<file path="src/rtl/cpu_pkg.sv">
// Shared CPU definitions: memory FSM encoding, word width and the opcode field
// values the controller and memory unit agree on.
package cpu_pkg;

  localparam int WORD_WIDTH = 16;

  localparam logic [1:0] MEM_IDLE = 2'd0;
  localparam logic [1:0] MEM_BUSY = 2'd1;
  localparam logic [1:0] MEM_DONE = 2'd2;

  typedef enum logic [1:0] {
    ST_IDLE = MEM_IDLE,
    ST_BUSY = MEM_BUSY,
    ST_DONE = MEM_DONE
  } mem_state_e;

  // Operation latched by the memory unit when a request is accepted.
  typedef enum logic [1:0] {
    MOP_NONE  = 2'd0,
    MOP_READ  = 2'd1,
    MOP_WRITE = 2'd2
  } mem_op_e;

  // Opcode field of the instruction word, decoded by the controller.
  typedef enum logic [3:0] {
    OPC_NOP    = 4'h0,
    OPC_LOAD   = 4'h1,
    OPC_STORE  = 4'h2,
    OPC_ALU    = 4'h3,
    OPC_BRANCH = 4'h4,
    OPC_HALT   = 4'hF
  } opcode_e;

  // True while the requester still holds the strobe of the latched operation.
  function automatic logic strobe_held(mem_op_e op, logic rd, logic wr);
    return ((op == MOP_READ) && rd) || ((op == MOP_WRITE) && wr);
  endfunction

endpackage

</file>
<file path="src/rtl/mem_array.sv">
// Single-port synchronous RAM with a one-cycle registered read. Storage is
// never reset; only the surrounding controller state is.
module mem_array
  import cpu_pkg::*;
#(
  parameter int DATA_WIDTH = WORD_WIDTH,
  parameter int ADDR_WIDTH = 8
) (
  input  logic                  clock,
  input  logic                  we,
  input  logic [ADDR_WIDTH-1:0] addr,
  input  logic [DATA_WIDTH-1:0] wdata,
  output logic [DATA_WIDTH-1:0] rdata
);

  localparam int DEPTH = 2 ** ADDR_WIDTH;

  logic [DATA_WIDTH-1:0] mem_q [DEPTH];
  logic [DATA_WIDTH-1:0] rdata_q;

  // Write-first is not needed: reads and writes never target the same access.
  always_ff @(posedge clock) begin
    if (we) begin
      mem_q[addr] <= wdata;
    end
    rdata_q <= mem_q[addr];
  end

  assign rdata = rdata_q;

endmodule

</file>
<file path="src/rtl/memory_unit.sv">
// Main-memory model with a read/write/MFC handshake. Requests are latched on
// acceptance, committed LATENCY edges later, and MFC is held until the
// requester releases its strobe.
module memory_unit
  import cpu_pkg::*;
#(
  parameter int DATA_WIDTH = WORD_WIDTH,
  parameter int ADDR_WIDTH = 8,
  parameter int LATENCY    = 3
) (
  input  logic                  clock,
  input  logic                  reset,
  input  logic [15:0]           address,
  input  logic [DATA_WIDTH-1:0] dataIn,
  input  logic                  read,
  input  logic                  write,
  output logic [DATA_WIDTH-1:0] dataOut,
  output logic                  MFC,
  output logic                  busy
);

  localparam int             CNT_W    = 4;
  localparam logic [CNT_W-1:0] CNT_LOAD = CNT_W'(LATENCY - 1);

  mem_state_e            state_q, state_d;
  mem_op_e               op_q, op_d;
  logic [CNT_W-1:0]      cnt_q, cnt_d;
  logic [ADDR_WIDTH-1:0] addr_q, addr_d;
  logic [DATA_WIDTH-1:0] wdata_q, wdata_d;
  logic [DATA_WIDTH-1:0] dout_q, dout_d;
  logic                  mfc_q, mfc_d;
  logic                  busy_q, busy_d;

  logic                  ram_we;
  logic [ADDR_WIDTH-1:0] ram_addr;
  logic [DATA_WIDTH-1:0] ram_rdata;
  logic                  held;

  generate
    if (ADDR_WIDTH < 16) begin : g_addr_hi
      logic unused_addr_hi;
      assign unused_addr_hi = ^address[15:ADDR_WIDTH];
    end
  endgenerate

  // The RAM address comes straight from the port while idle so the registered
  // read is already valid one edge after acceptance; that way a read with
  // LATENCY=1 still has fresh data when MFC rises.
  mem_array #(
    .DATA_WIDTH(DATA_WIDTH),
    .ADDR_WIDTH(ADDR_WIDTH)
  ) u_mem_array (
    .clock(clock),
    .we   (ram_we),
    .addr (ram_addr),
    .wdata(wdata_q),
    .rdata(ram_rdata)
  );

  // Next-state logic for the IDLE/BUSY/DONE handshake and access commit.
  always_comb begin
    state_d  = state_q;
    op_d     = op_q;
    cnt_d    = cnt_q;
    addr_d   = addr_q;
    wdata_d  = wdata_q;
    dout_d   = dout_q;
    mfc_d    = mfc_q;
    busy_d   = busy_q;
    ram_we   = 1'b0;
    ram_addr = addr_q;
    held     = strobe_held(op_q, read, write);

    unique case (state_q)
      ST_IDLE: begin
        ram_addr = address[ADDR_WIDTH-1:0];
        if (read ^ write) begin
          op_d    = read ? MOP_READ : MOP_WRITE;
          addr_d  = address[ADDR_WIDTH-1:0];
          wdata_d = dataIn;
          cnt_d   = CNT_LOAD;
          state_d = ST_BUSY;
          busy_d  = 1'b1;
        end
      end
      ST_BUSY: begin
        if (!held) begin
          state_d = ST_IDLE;
          op_d    = MOP_NONE;
          busy_d  = 1'b0;
        end else if (cnt_q == '0) begin
          state_d = ST_DONE;
          mfc_d   = 1'b1;
          if (op_q == MOP_WRITE) begin
            ram_we = 1'b1;
          end else begin
            dout_d = ram_rdata;
          end
        end else begin
          cnt_d = cnt_q - 4'd1;
        end
      end
      ST_DONE: begin
        if (!read && !write) begin
          state_d = ST_IDLE;
          op_d    = MOP_NONE;
          mfc_d   = 1'b0;
          busy_d  = 1'b0;
        end
      end
      default: begin
        state_d = ST_IDLE;
        op_d    = MOP_NONE;
        mfc_d   = 1'b0;
        busy_d  = 1'b0;
      end
    endcase

    // A reset landing on the commit edge discards the pending write.
    ram_we = ram_we & ~reset;
  end

  // Control state is reset; latched address/data are don't-care until accepted.
  always_ff @(posedge clock) begin
    if (reset) begin
      state_q <= ST_IDLE;
      op_q    <= MOP_NONE;
      cnt_q   <= '0;
      dout_q  <= '0;
      mfc_q   <= 1'b0;
      busy_q  <= 1'b0;
    end else begin
      state_q <= state_d;
      op_q    <= op_d;
      cnt_q   <= cnt_d;
      dout_q  <= dout_d;
      mfc_q   <= mfc_d;
      busy_q  <= busy_d;
    end
    addr_q  <= addr_d;
    wdata_q <= wdata_d;
  end

  assign dataOut = dout_q;
  assign MFC     = mfc_q;
  assign busy    = busy_q;

endmodule
</file>
<file path="config.mk">
export PLATFORM = sky130hd
export DESIGN_NAME = memory_unit
export DESIGN_NICKNAME = d
export VERILOG_FILES = /design/src/rtl/cpu_pkg.sv /design/src/rtl/mem_array.sv /design/src/rtl/memory_unit.sv
export SDC_FILE = /design/constraint.sdc
export NUM_CORES = 2
export LEC_CHECK = 0
export CAP_MARGIN = 10
export CORE_MARGIN = 4
export CORE_UTILIZATION = 45
export CTS_CLUSTER_SIZE = 12
export DETAILED_ROUTE_END_ITERATION = 6
export MAX_ROUTING_LAYER = met4
export PLACE_DENSITY = 0.72
export RECOVER_POWER = 100
export SYNTH_ARGS = -nofsm -noshare
export SYNTH_HDL_FRONTEND = slang
export SYNTH_SLANG_ARGS = --single-unit
</file>
<file path="constraint.sdc">
create_clock -name clock -period 5.51 [get_ports clock]
set_input_delay 0.8265 -clock clock [delete_from_list [all_inputs] [get_ports clock]]
set_output_delay 0.8265 -clock clock [all_outputs]
set_load 0.03 [all_outputs]
</file>
== After elaboration in Yosys (flattened, before gate mapping) ==
Memory sizes are Yosys's and may differ from the RTL's. A register that Yosys moved wholly into a read port is not among the register bits.
Cells that the tools add are included.

* Equal/unequal tests: 11
* Bitwise gates (word level): 5
* Muxes and demuxes: 27
* $add $sub $neg: 1
* Reductions and logical operators: 15

{| class="wikitable"
|+ Operator list
! operator !! count
|-
| two-way mux 2 bit || 7
|-
| two-way mux 4 bit || 3
|-
| inequality test 2 bit (second input constant) || 6
|-
| case mux 2 bit (3 select lines) || 2
|-
| AND reduction 4 bit || 3
|-
| two-way mux 1 bit || 11
|-
| two-way mux 8 bit || 1
|-
| case mux 4 bit (2 select lines) || 1
|-
| case mux 1 bit (3 select lines) || 2
|-
| AND reduction 3 bit || 2
|-
| == test 2 x 1 -> 1 bit (second input constant) || 2
|-
| == test 2 bit (second input constant) || 2
|-
| zero test 4 bit || 1
|-
| subtractor 4 x 1 -> 4 bit (second input constant) || 1
|-
| logical AND 1 bit || 3
|-
| inequality test 3 bit (second input constant) || 1
|-
| inverter 1 bit || 3
|-
| zero test 1 bit || 2
|-
| zero test 2 bit || 1
|-
| AND reduction 2 bit || 1
|-
| nonzero test 2 bit || 1
|-
| AND 1 bit || 1
|-
| logical OR 1 bit || 1
|-
| bitwise XOR 1 bit || 1
|}

* Bits of input ports: 36
* Register bits after elaboration: 50
* Memories: 1
* Bits in writable memories: 4096
* Word-level logic and storage cells: 68

{| class="wikitable"
|+ Memories
! name !! depth !! bits a word !! rd ports !! clocked after memory_dff !! write ports !! line !! text
|-
| u_mem_array.mem_q || 256 || 16 || 1 || 1 || 1 || mem_array.sv:18 || <nowiki>logic [DATA_WIDTH-1:0] mem_q [DEPTH];</nowiki>
|}

== Depth between registers and ports, before layout ==
* Depth in word-level cells: 8
* Depth in mapped cells: 12
* Mapped depth without buffers: 7

== By module ==
Synthesis repeated with hierarchy kept, for this count alone.

* Cell total of the unflattened synthesis: 6871
* Area total of the unflattened synthesis: 157328.4 µm²

{| class="wikitable"
|+ By module, submodules not included
! module !! area each (µm²) !! cells each !! instances
|-
| mem_array || 155399.0 || 6727 || 1
|-
| memory_unit || 1929.4 || 144 || 1
|}

== Least setup slack after synthesis ==
OpenSTA, ideal clock, no wires.

* Path type: register -> register
* Start: register wdata_q[0]
* End: memory u_mem_array.mem_q[0][0] (netlist name) (data pin)
* Stages on the path, launching flop included: 1
* Data arrival time: 3.228 ns
* Setup time: 0.817 ns
* Slack: 1.464 ns
* Clock period less this slack: 4.046 ns
* Path buffers: 0
* Cells stage by stage: edfxtp_1

{| class="wikitable"
|+ RTL lines
! element !! line !! text
|-
| from (decl) || memory_unit.sv:29 || <nowiki>logic [DATA_WIDTH-1:0] wdata_q, wdata_d;</nowiki>
|-
| from (signal assigned) || memory_unit.sv:141 || <nowiki>wdata_q <= wdata_d;</nowiki>
|-
| to (decl) || mem_array.sv:18 ||
|}

No word-level cell before the write port.

== Final worst setup path ==
* Start: register state_q[1]
* End: memory u_mem_array.mem_q[121][12] (netlist name), enable pin

* Word-level cells in the longest chain between the ends: 5
* Elaborated cells on any way between the ends: 7

{| class="wikitable"
|+ Ends and longest elaborated chain
! element !! line !! text
|-
| from (decl) || memory_unit.sv:25 || <nowiki>mem_state_e state_q, state_d;</nowiki>
|-
| from (signal assigned) || memory_unit.sv:133 || <nowiki>state_q <= state_d;</nowiki>
|-
| == test 2 x 1 -> 1 bit || memory_unit.sv:74 || <nowiki>unique case (state_q)</nowiki>
|-
| two-way mux 1 bit || memory_unit.sv:74 ||
|-
| AND 1 bit || memory_unit.sv:120 || <nowiki>ram_we = ram_we & ~reset;</nowiki>
|-
| two-way mux 1 bit || mem_array.sv:23 || <nowiki>if (we) begin</nowiki>
|-
| two-way mux 1 bit (implied by the code) || mem_array.sv:24 || <nowiki>mem_q[addr] <= wdata;</nowiki>
|}

Several ways; a longest one is shown, not always the timed one.

==> results.txt <==
----------------------------------------------------
[Synth]
  Portion of the post-synthesis area used by sequential elements ... 81.4%
  Number of instances in the synthesized netlist ... 8647
  Post-Syn Nets ... 8685
  Ranking of synthesized cells by area ... sky130_fd_sc_hd__edfxtp_1 81%, sky130_fd_sc_hd__a22oi_1 10%, sky130_fd_sc_hd__a21oi_1 3.4%
  Area share of the largest cell type after synthesis ... 80.9%
  Fraction of synthesis flops using an asynchronous set or reset pin ... 0%
  Yosys warnings ... 0
  Cell type contributing the most total cell area after synthesis ... sky130_fd_sc_hd__edfxtp_1
  Netlist area before placement ... 153000 um^2
  Number of library cell types mapped by synthesis ... 44
  Synthesized area per cell ... 17.7 um^2
  Flops & latches, synth ... 4162
  Most used DFF post-synth ... sky130_fd_sc_hd__edfxtp_1
  EDFF count, synth ... 4120

[Setup path]
  Crit start category ... register
  Reg-to-Reg End ... u_mem_array.mem_q[121][12]
  Required time at the endpoint of the critical path ... 6020 ps
  FF-to-FF setup slack ... 390 ps
  Crit path largest cell delay ... 1520 ps
  Setup Crit Path Kind ... reg2reg
  Series of cell instances along the critical path ... nor2_4 -> nor3b_1 -> a31oi_4 -> buf_4 -> or3_1 -> clkbuf_1 -> nor2_1 -> clkbuf_1
  Critical path's most frequent cell ... sky130_fd_sc_hd__clkbuf_1
  Maximum fanout along the worst path ... 19
  R2R depth ... 8
  Buffer and inverter count on the worst path ... 3
  Critical Path Sink Type ... register
  Cell class contributing the biggest share of worst-path delay ... buffers and inverters
  RR Startpoint ... state_q[1]
  Critical-path cell with the highest stage delay ... sky130_fd_sc_hd__clkbuf_1
  CP arrival ... 5630 ps
  Number of stages on the worst setup path ... 8

[CTS]
  Post-CTS Resized ... 0
  Clock sink count ... 4162
  Hold Buf Count CTS ... 0
  CTS root buf ... sky130_fd_sc_hd__clkbuf_16
  Clock buffer depth ... 4
  Number of clock buffers inserted by TritonCTS ... 406
  Clock network latency to the later pin of the worst-skew pair ... 930 ps
  Maximum level of the CTS H-tree ... 5
  CTS tree ... done
  Post-CTS setup buffer count ... 0
  CTS clk-pin slew, worst paths ... 60 ps

[Finish]
  Fin nets ... 9197
  P&R area growth vs syn ... 12.8%
  Ratio of cells with drive above 1 in the final layout ... 9.94%
  Sequential cell area ... 125000 um^2
  Post-route cell area ... 173000 um^2
  Area of the multi-input gates ... 25500 um^2
  Filler cells ... 26300
  Non-filler cells in the finished layout ... 13900

[Status]
  Result of the run ... finished with violations
  Failing checks ... DRC, capacitance limit, slew limit

[STA]
  Setup Viol. Count Final ... 0
  Crit path time final ... 5120 ps
  Period utilization ... 92.9%
  Sum of negative setup slack ... 0 ps
  Peak clock frequency supported by timing ... 195 MHz
  Pin slew with the least headroom to its limit ... 4810 ps
  Final Hold Violating Endpoints ... 0
  Setup repair after global routing missed its margin ... false
  Max-slew headroom ... -220%
  Number of max-slew violations in the final report ... 3665
  Layout Skew ... 54.3 ps

[Power]
  Total Power ... 0.0675 W
  Static Leakage ... 51.4 nW
  Power density normalized to cell area ... 391 nW/um^2
  Largest voltage drop on the vdd net ... 0.000307 V

[Detailed routing]
  Sum of met3 wire segment lengths after detailed routing ... 51300 um
  Highest metal used ... met4
  DRC violation count after routing ... 5
  Length of routed wiring on met1 ... 150000 um
  Number of nets still failing antenna checks after routing ... 0
  Total wirelength of the detailed-routed design ... 416000 um
  Routed vias/inst ... 6.44
  Wire length on met2 ... 196000 um
  Number of iterations in the first detailed-routing pass ... 7
  WL/cell ... 29.9 um
  Count of vias placed by the detailed router ... 89500
  Drt initial violations ... 14800

[Floorplanning]
  Core box area ... 338000 um^2
  Starting density of the core ... 45.3%
  Vertical die dimension ... 591 um
  Width of the die ... 591 um
  Placement row count ... 213
  Overall die area ... 349000 um^2
  I/O pin total ... 54

[Placement]
  Total of buffers placed on input and output ports ... 45
  Cell Count Post-Placement ... 13300
  Final weighted congestion of routability-driven global placement ... 0.878
  DPL Wire Length ... 238000 um
  Post-place instance area ... 163000 um^2

[Worst hold path]
  Launch instance of the worst min-delay path ... busy
  Worst min-delay path category ... reg2reg
  Number of cells on the worst hold path ... 1
  End point of the most critical hold path ... busy

[GRT]
  Vias in the first global route ... 85800
  Antenna violations before repair ... 35
  Global route overflow ... 0
  First-pass GRT wire length ... 594000 um
  GRT Total Usage ... 23.6%
  Largest net degree at the start of global routing ... 206

[Flow run]
  Number of violations of the max-capacitance limit ... 48

----------------------------------------------------
[state kept, by name, indices dropped and copies added, names as in the netlist]
register           cells
dataOut               16
wdata_q               16
busy                   1
addr_q                 8
u_mem_array.mem_q   4096
MFC                    1
state_q                2
op_q                   2
cnt_q                  4
u_mem_array.rdata     16
[how the worst max path moves through the flow]
stage / startpoint / end / slack, ps
final: state_q[1] / u_mem_array.mem_q[121][12] / 390
after global routing: state_q[1] / u_mem_array.mem_q[200][7] / 320
after CTS: state_q[1] / u_mem_array.rdata[8] / 790
after detailed placement: address[2] / u_mem_array.rdata[8] / 330
after global placement: address[2] / u_mem_array.rdata[8] / 350
after floorplan: wdata_q[0] / u_mem_array.mem_q[0][0] / 1460
[cell usage after synthesis (all sizes together) (3+ instances only)]
cell	count
a21oi	1024
a22oi	2048
a31oi	3
a41oi	64
buf	370
clkbuf	283
dfxtp	42
edfxtp	4120
inv	8
mux2i	17
nand2	31
nand2b	9
nand3	7
nand3b	4
nor2	286
nor3	5
nor3b	3
o21a	9
o21ai	6
o31a	3
o31ai	4
o41ai	256
or3	9
or4	19
[through the flow]
stage,hold slack (ps),utilization (%),worst slack (ps)
after global routing,480,51.1,322
final,456,51.1,389
after detailed placement,448,48.2,327
after floorplan,437,-,1460
after global placement,447,48.2,352
after CTS,421,51.5,794
[layout by cell type, fill, tap and decap left out, types with 3 or more instances in the layout]
cell                              count
sky130_fd_sc_hd__or4_1               19
sky130_fd_sc_hd__nor2_1             285
sky130_fd_sc_hd__nor3b_1              3
sky130_fd_sc_hd__o21a_1               8
sky130_fd_sc_hd__clkbuf_2            98
sky130_fd_sc_hd__clkinv_1            29
sky130_fd_sc_hd__clkbuf_16          409
sky130_fd_sc_hd__a22oi_1           2048
sky130_fd_sc_hd__clkdlybuf4s50_1      3
sky130_fd_sc_hd__clkbuf_8             4
sky130_fd_sc_hd__nand3_1              7
sky130_fd_sc_hd__or3_1                8
sky130_fd_sc_hd__a21oi_1           1024
sky130_fd_sc_hd__clkbuf_1           378
sky130_fd_sc_hd__nand2_1             28
sky130_fd_sc_hd__dlygate4sd3_1       42
sky130_fd_sc_hd__a41oi_1             64
sky130_fd_sc_hd__nand2b_1             9
sky130_fd_sc_hd__mux2i_1             17
sky130_fd_sc_hd__buf_4              291
sky130_fd_sc_hd__buf_12              69
sky130_fd_sc_hd__nand3b_1             4
sky130_fd_sc_hd__clkinv_2            11
sky130_fd_sc_hd__inv_16               3
sky130_fd_sc_hd__edfxtp_1          4120
sky130_fd_sc_hd__clkinv_16            4
sky130_fd_sc_hd__clkbuf_4             3
sky130_fd_sc_hd__dfxtp_1             42
sky130_fd_sc_hd__o41ai_1            254
sky130_fd_sc_hd__inv_1                8
sky130_fd_sc_hd__diode_2             21
sky130_fd_sc_hd__clkinv_8             6
sky130_fd_sc_hd__inv_6                5
sky130_fd_sc_hd__nor3_1               5
[cells by family (layout without fill, tap and decap cells)]
kind of cell | after synthesis | count (layout) | synth area share [%]
AOI/OAI and AO/OA | 3424 | 3424 | 15.4
and+or+nand+nor | 379 | 379 | 1.05
adders and majority gates | 2 | 2 | 0.0164
other | 0 | 21 | 0
buffers and inverters | 661 | 1368 | 1.95
muxes | 17 | 17 | 0.111
xor gates and xnor gates | 2 | 2 | 0.0115
DFF | 4162 | 4162 | 81.4
[worst register-to-register path: stages, from the launching register on]
cell	delay (ps)
sky130_fd_sc_hd__dfxtp_1	480
sky130_fd_sc_hd__nor2_4	550
sky130_fd_sc_hd__nor3b_1	170
sky130_fd_sc_hd__a31oi_4	240
sky130_fd_sc_hd__buf_4	310
sky130_fd_sc_hd__or3_1	710
sky130_fd_sc_hd__clkbuf_1	1520
sky130_fd_sc_hd__nor2_1	220
sky130_fd_sc_hd__clkbuf_1	500
[final cells by class]
type                       count  share of cell area, %
antenna                       21                 0.0304
clock inverter                62                  0.326
clock buffer                 541                   6.24
multi-input combinational   3824                   14.8
tap                         4515                   3.27
timing repair buffer         757                   3.17
sequential                  4162                   72.2
inverter                       8                 0.0174
[report_power, final]
| group | leakage, nW | internal [W] | switching [W] | total [W] |
|---|---|---|---|---|
| registers | 37.4 | 0.0356 | 0.000150 | 0.0357 |
| logic | 8.56 | 0.00193 | 0.00527 | 0.00720 |
| clock network | 5.48 | 0.0136 | 0.0110 | 0.0246 |
[routing by layer]
metal / vias to the layer above / global-route usage [%]
li1: 37100 / -
met1: 45100 / 30.8
met2: 6422 / 35.9
met3: 912 / 5.23
met4: 0 / 9.79
met5: - / -
Note: power is estimated with default switching activity, not from simulation.
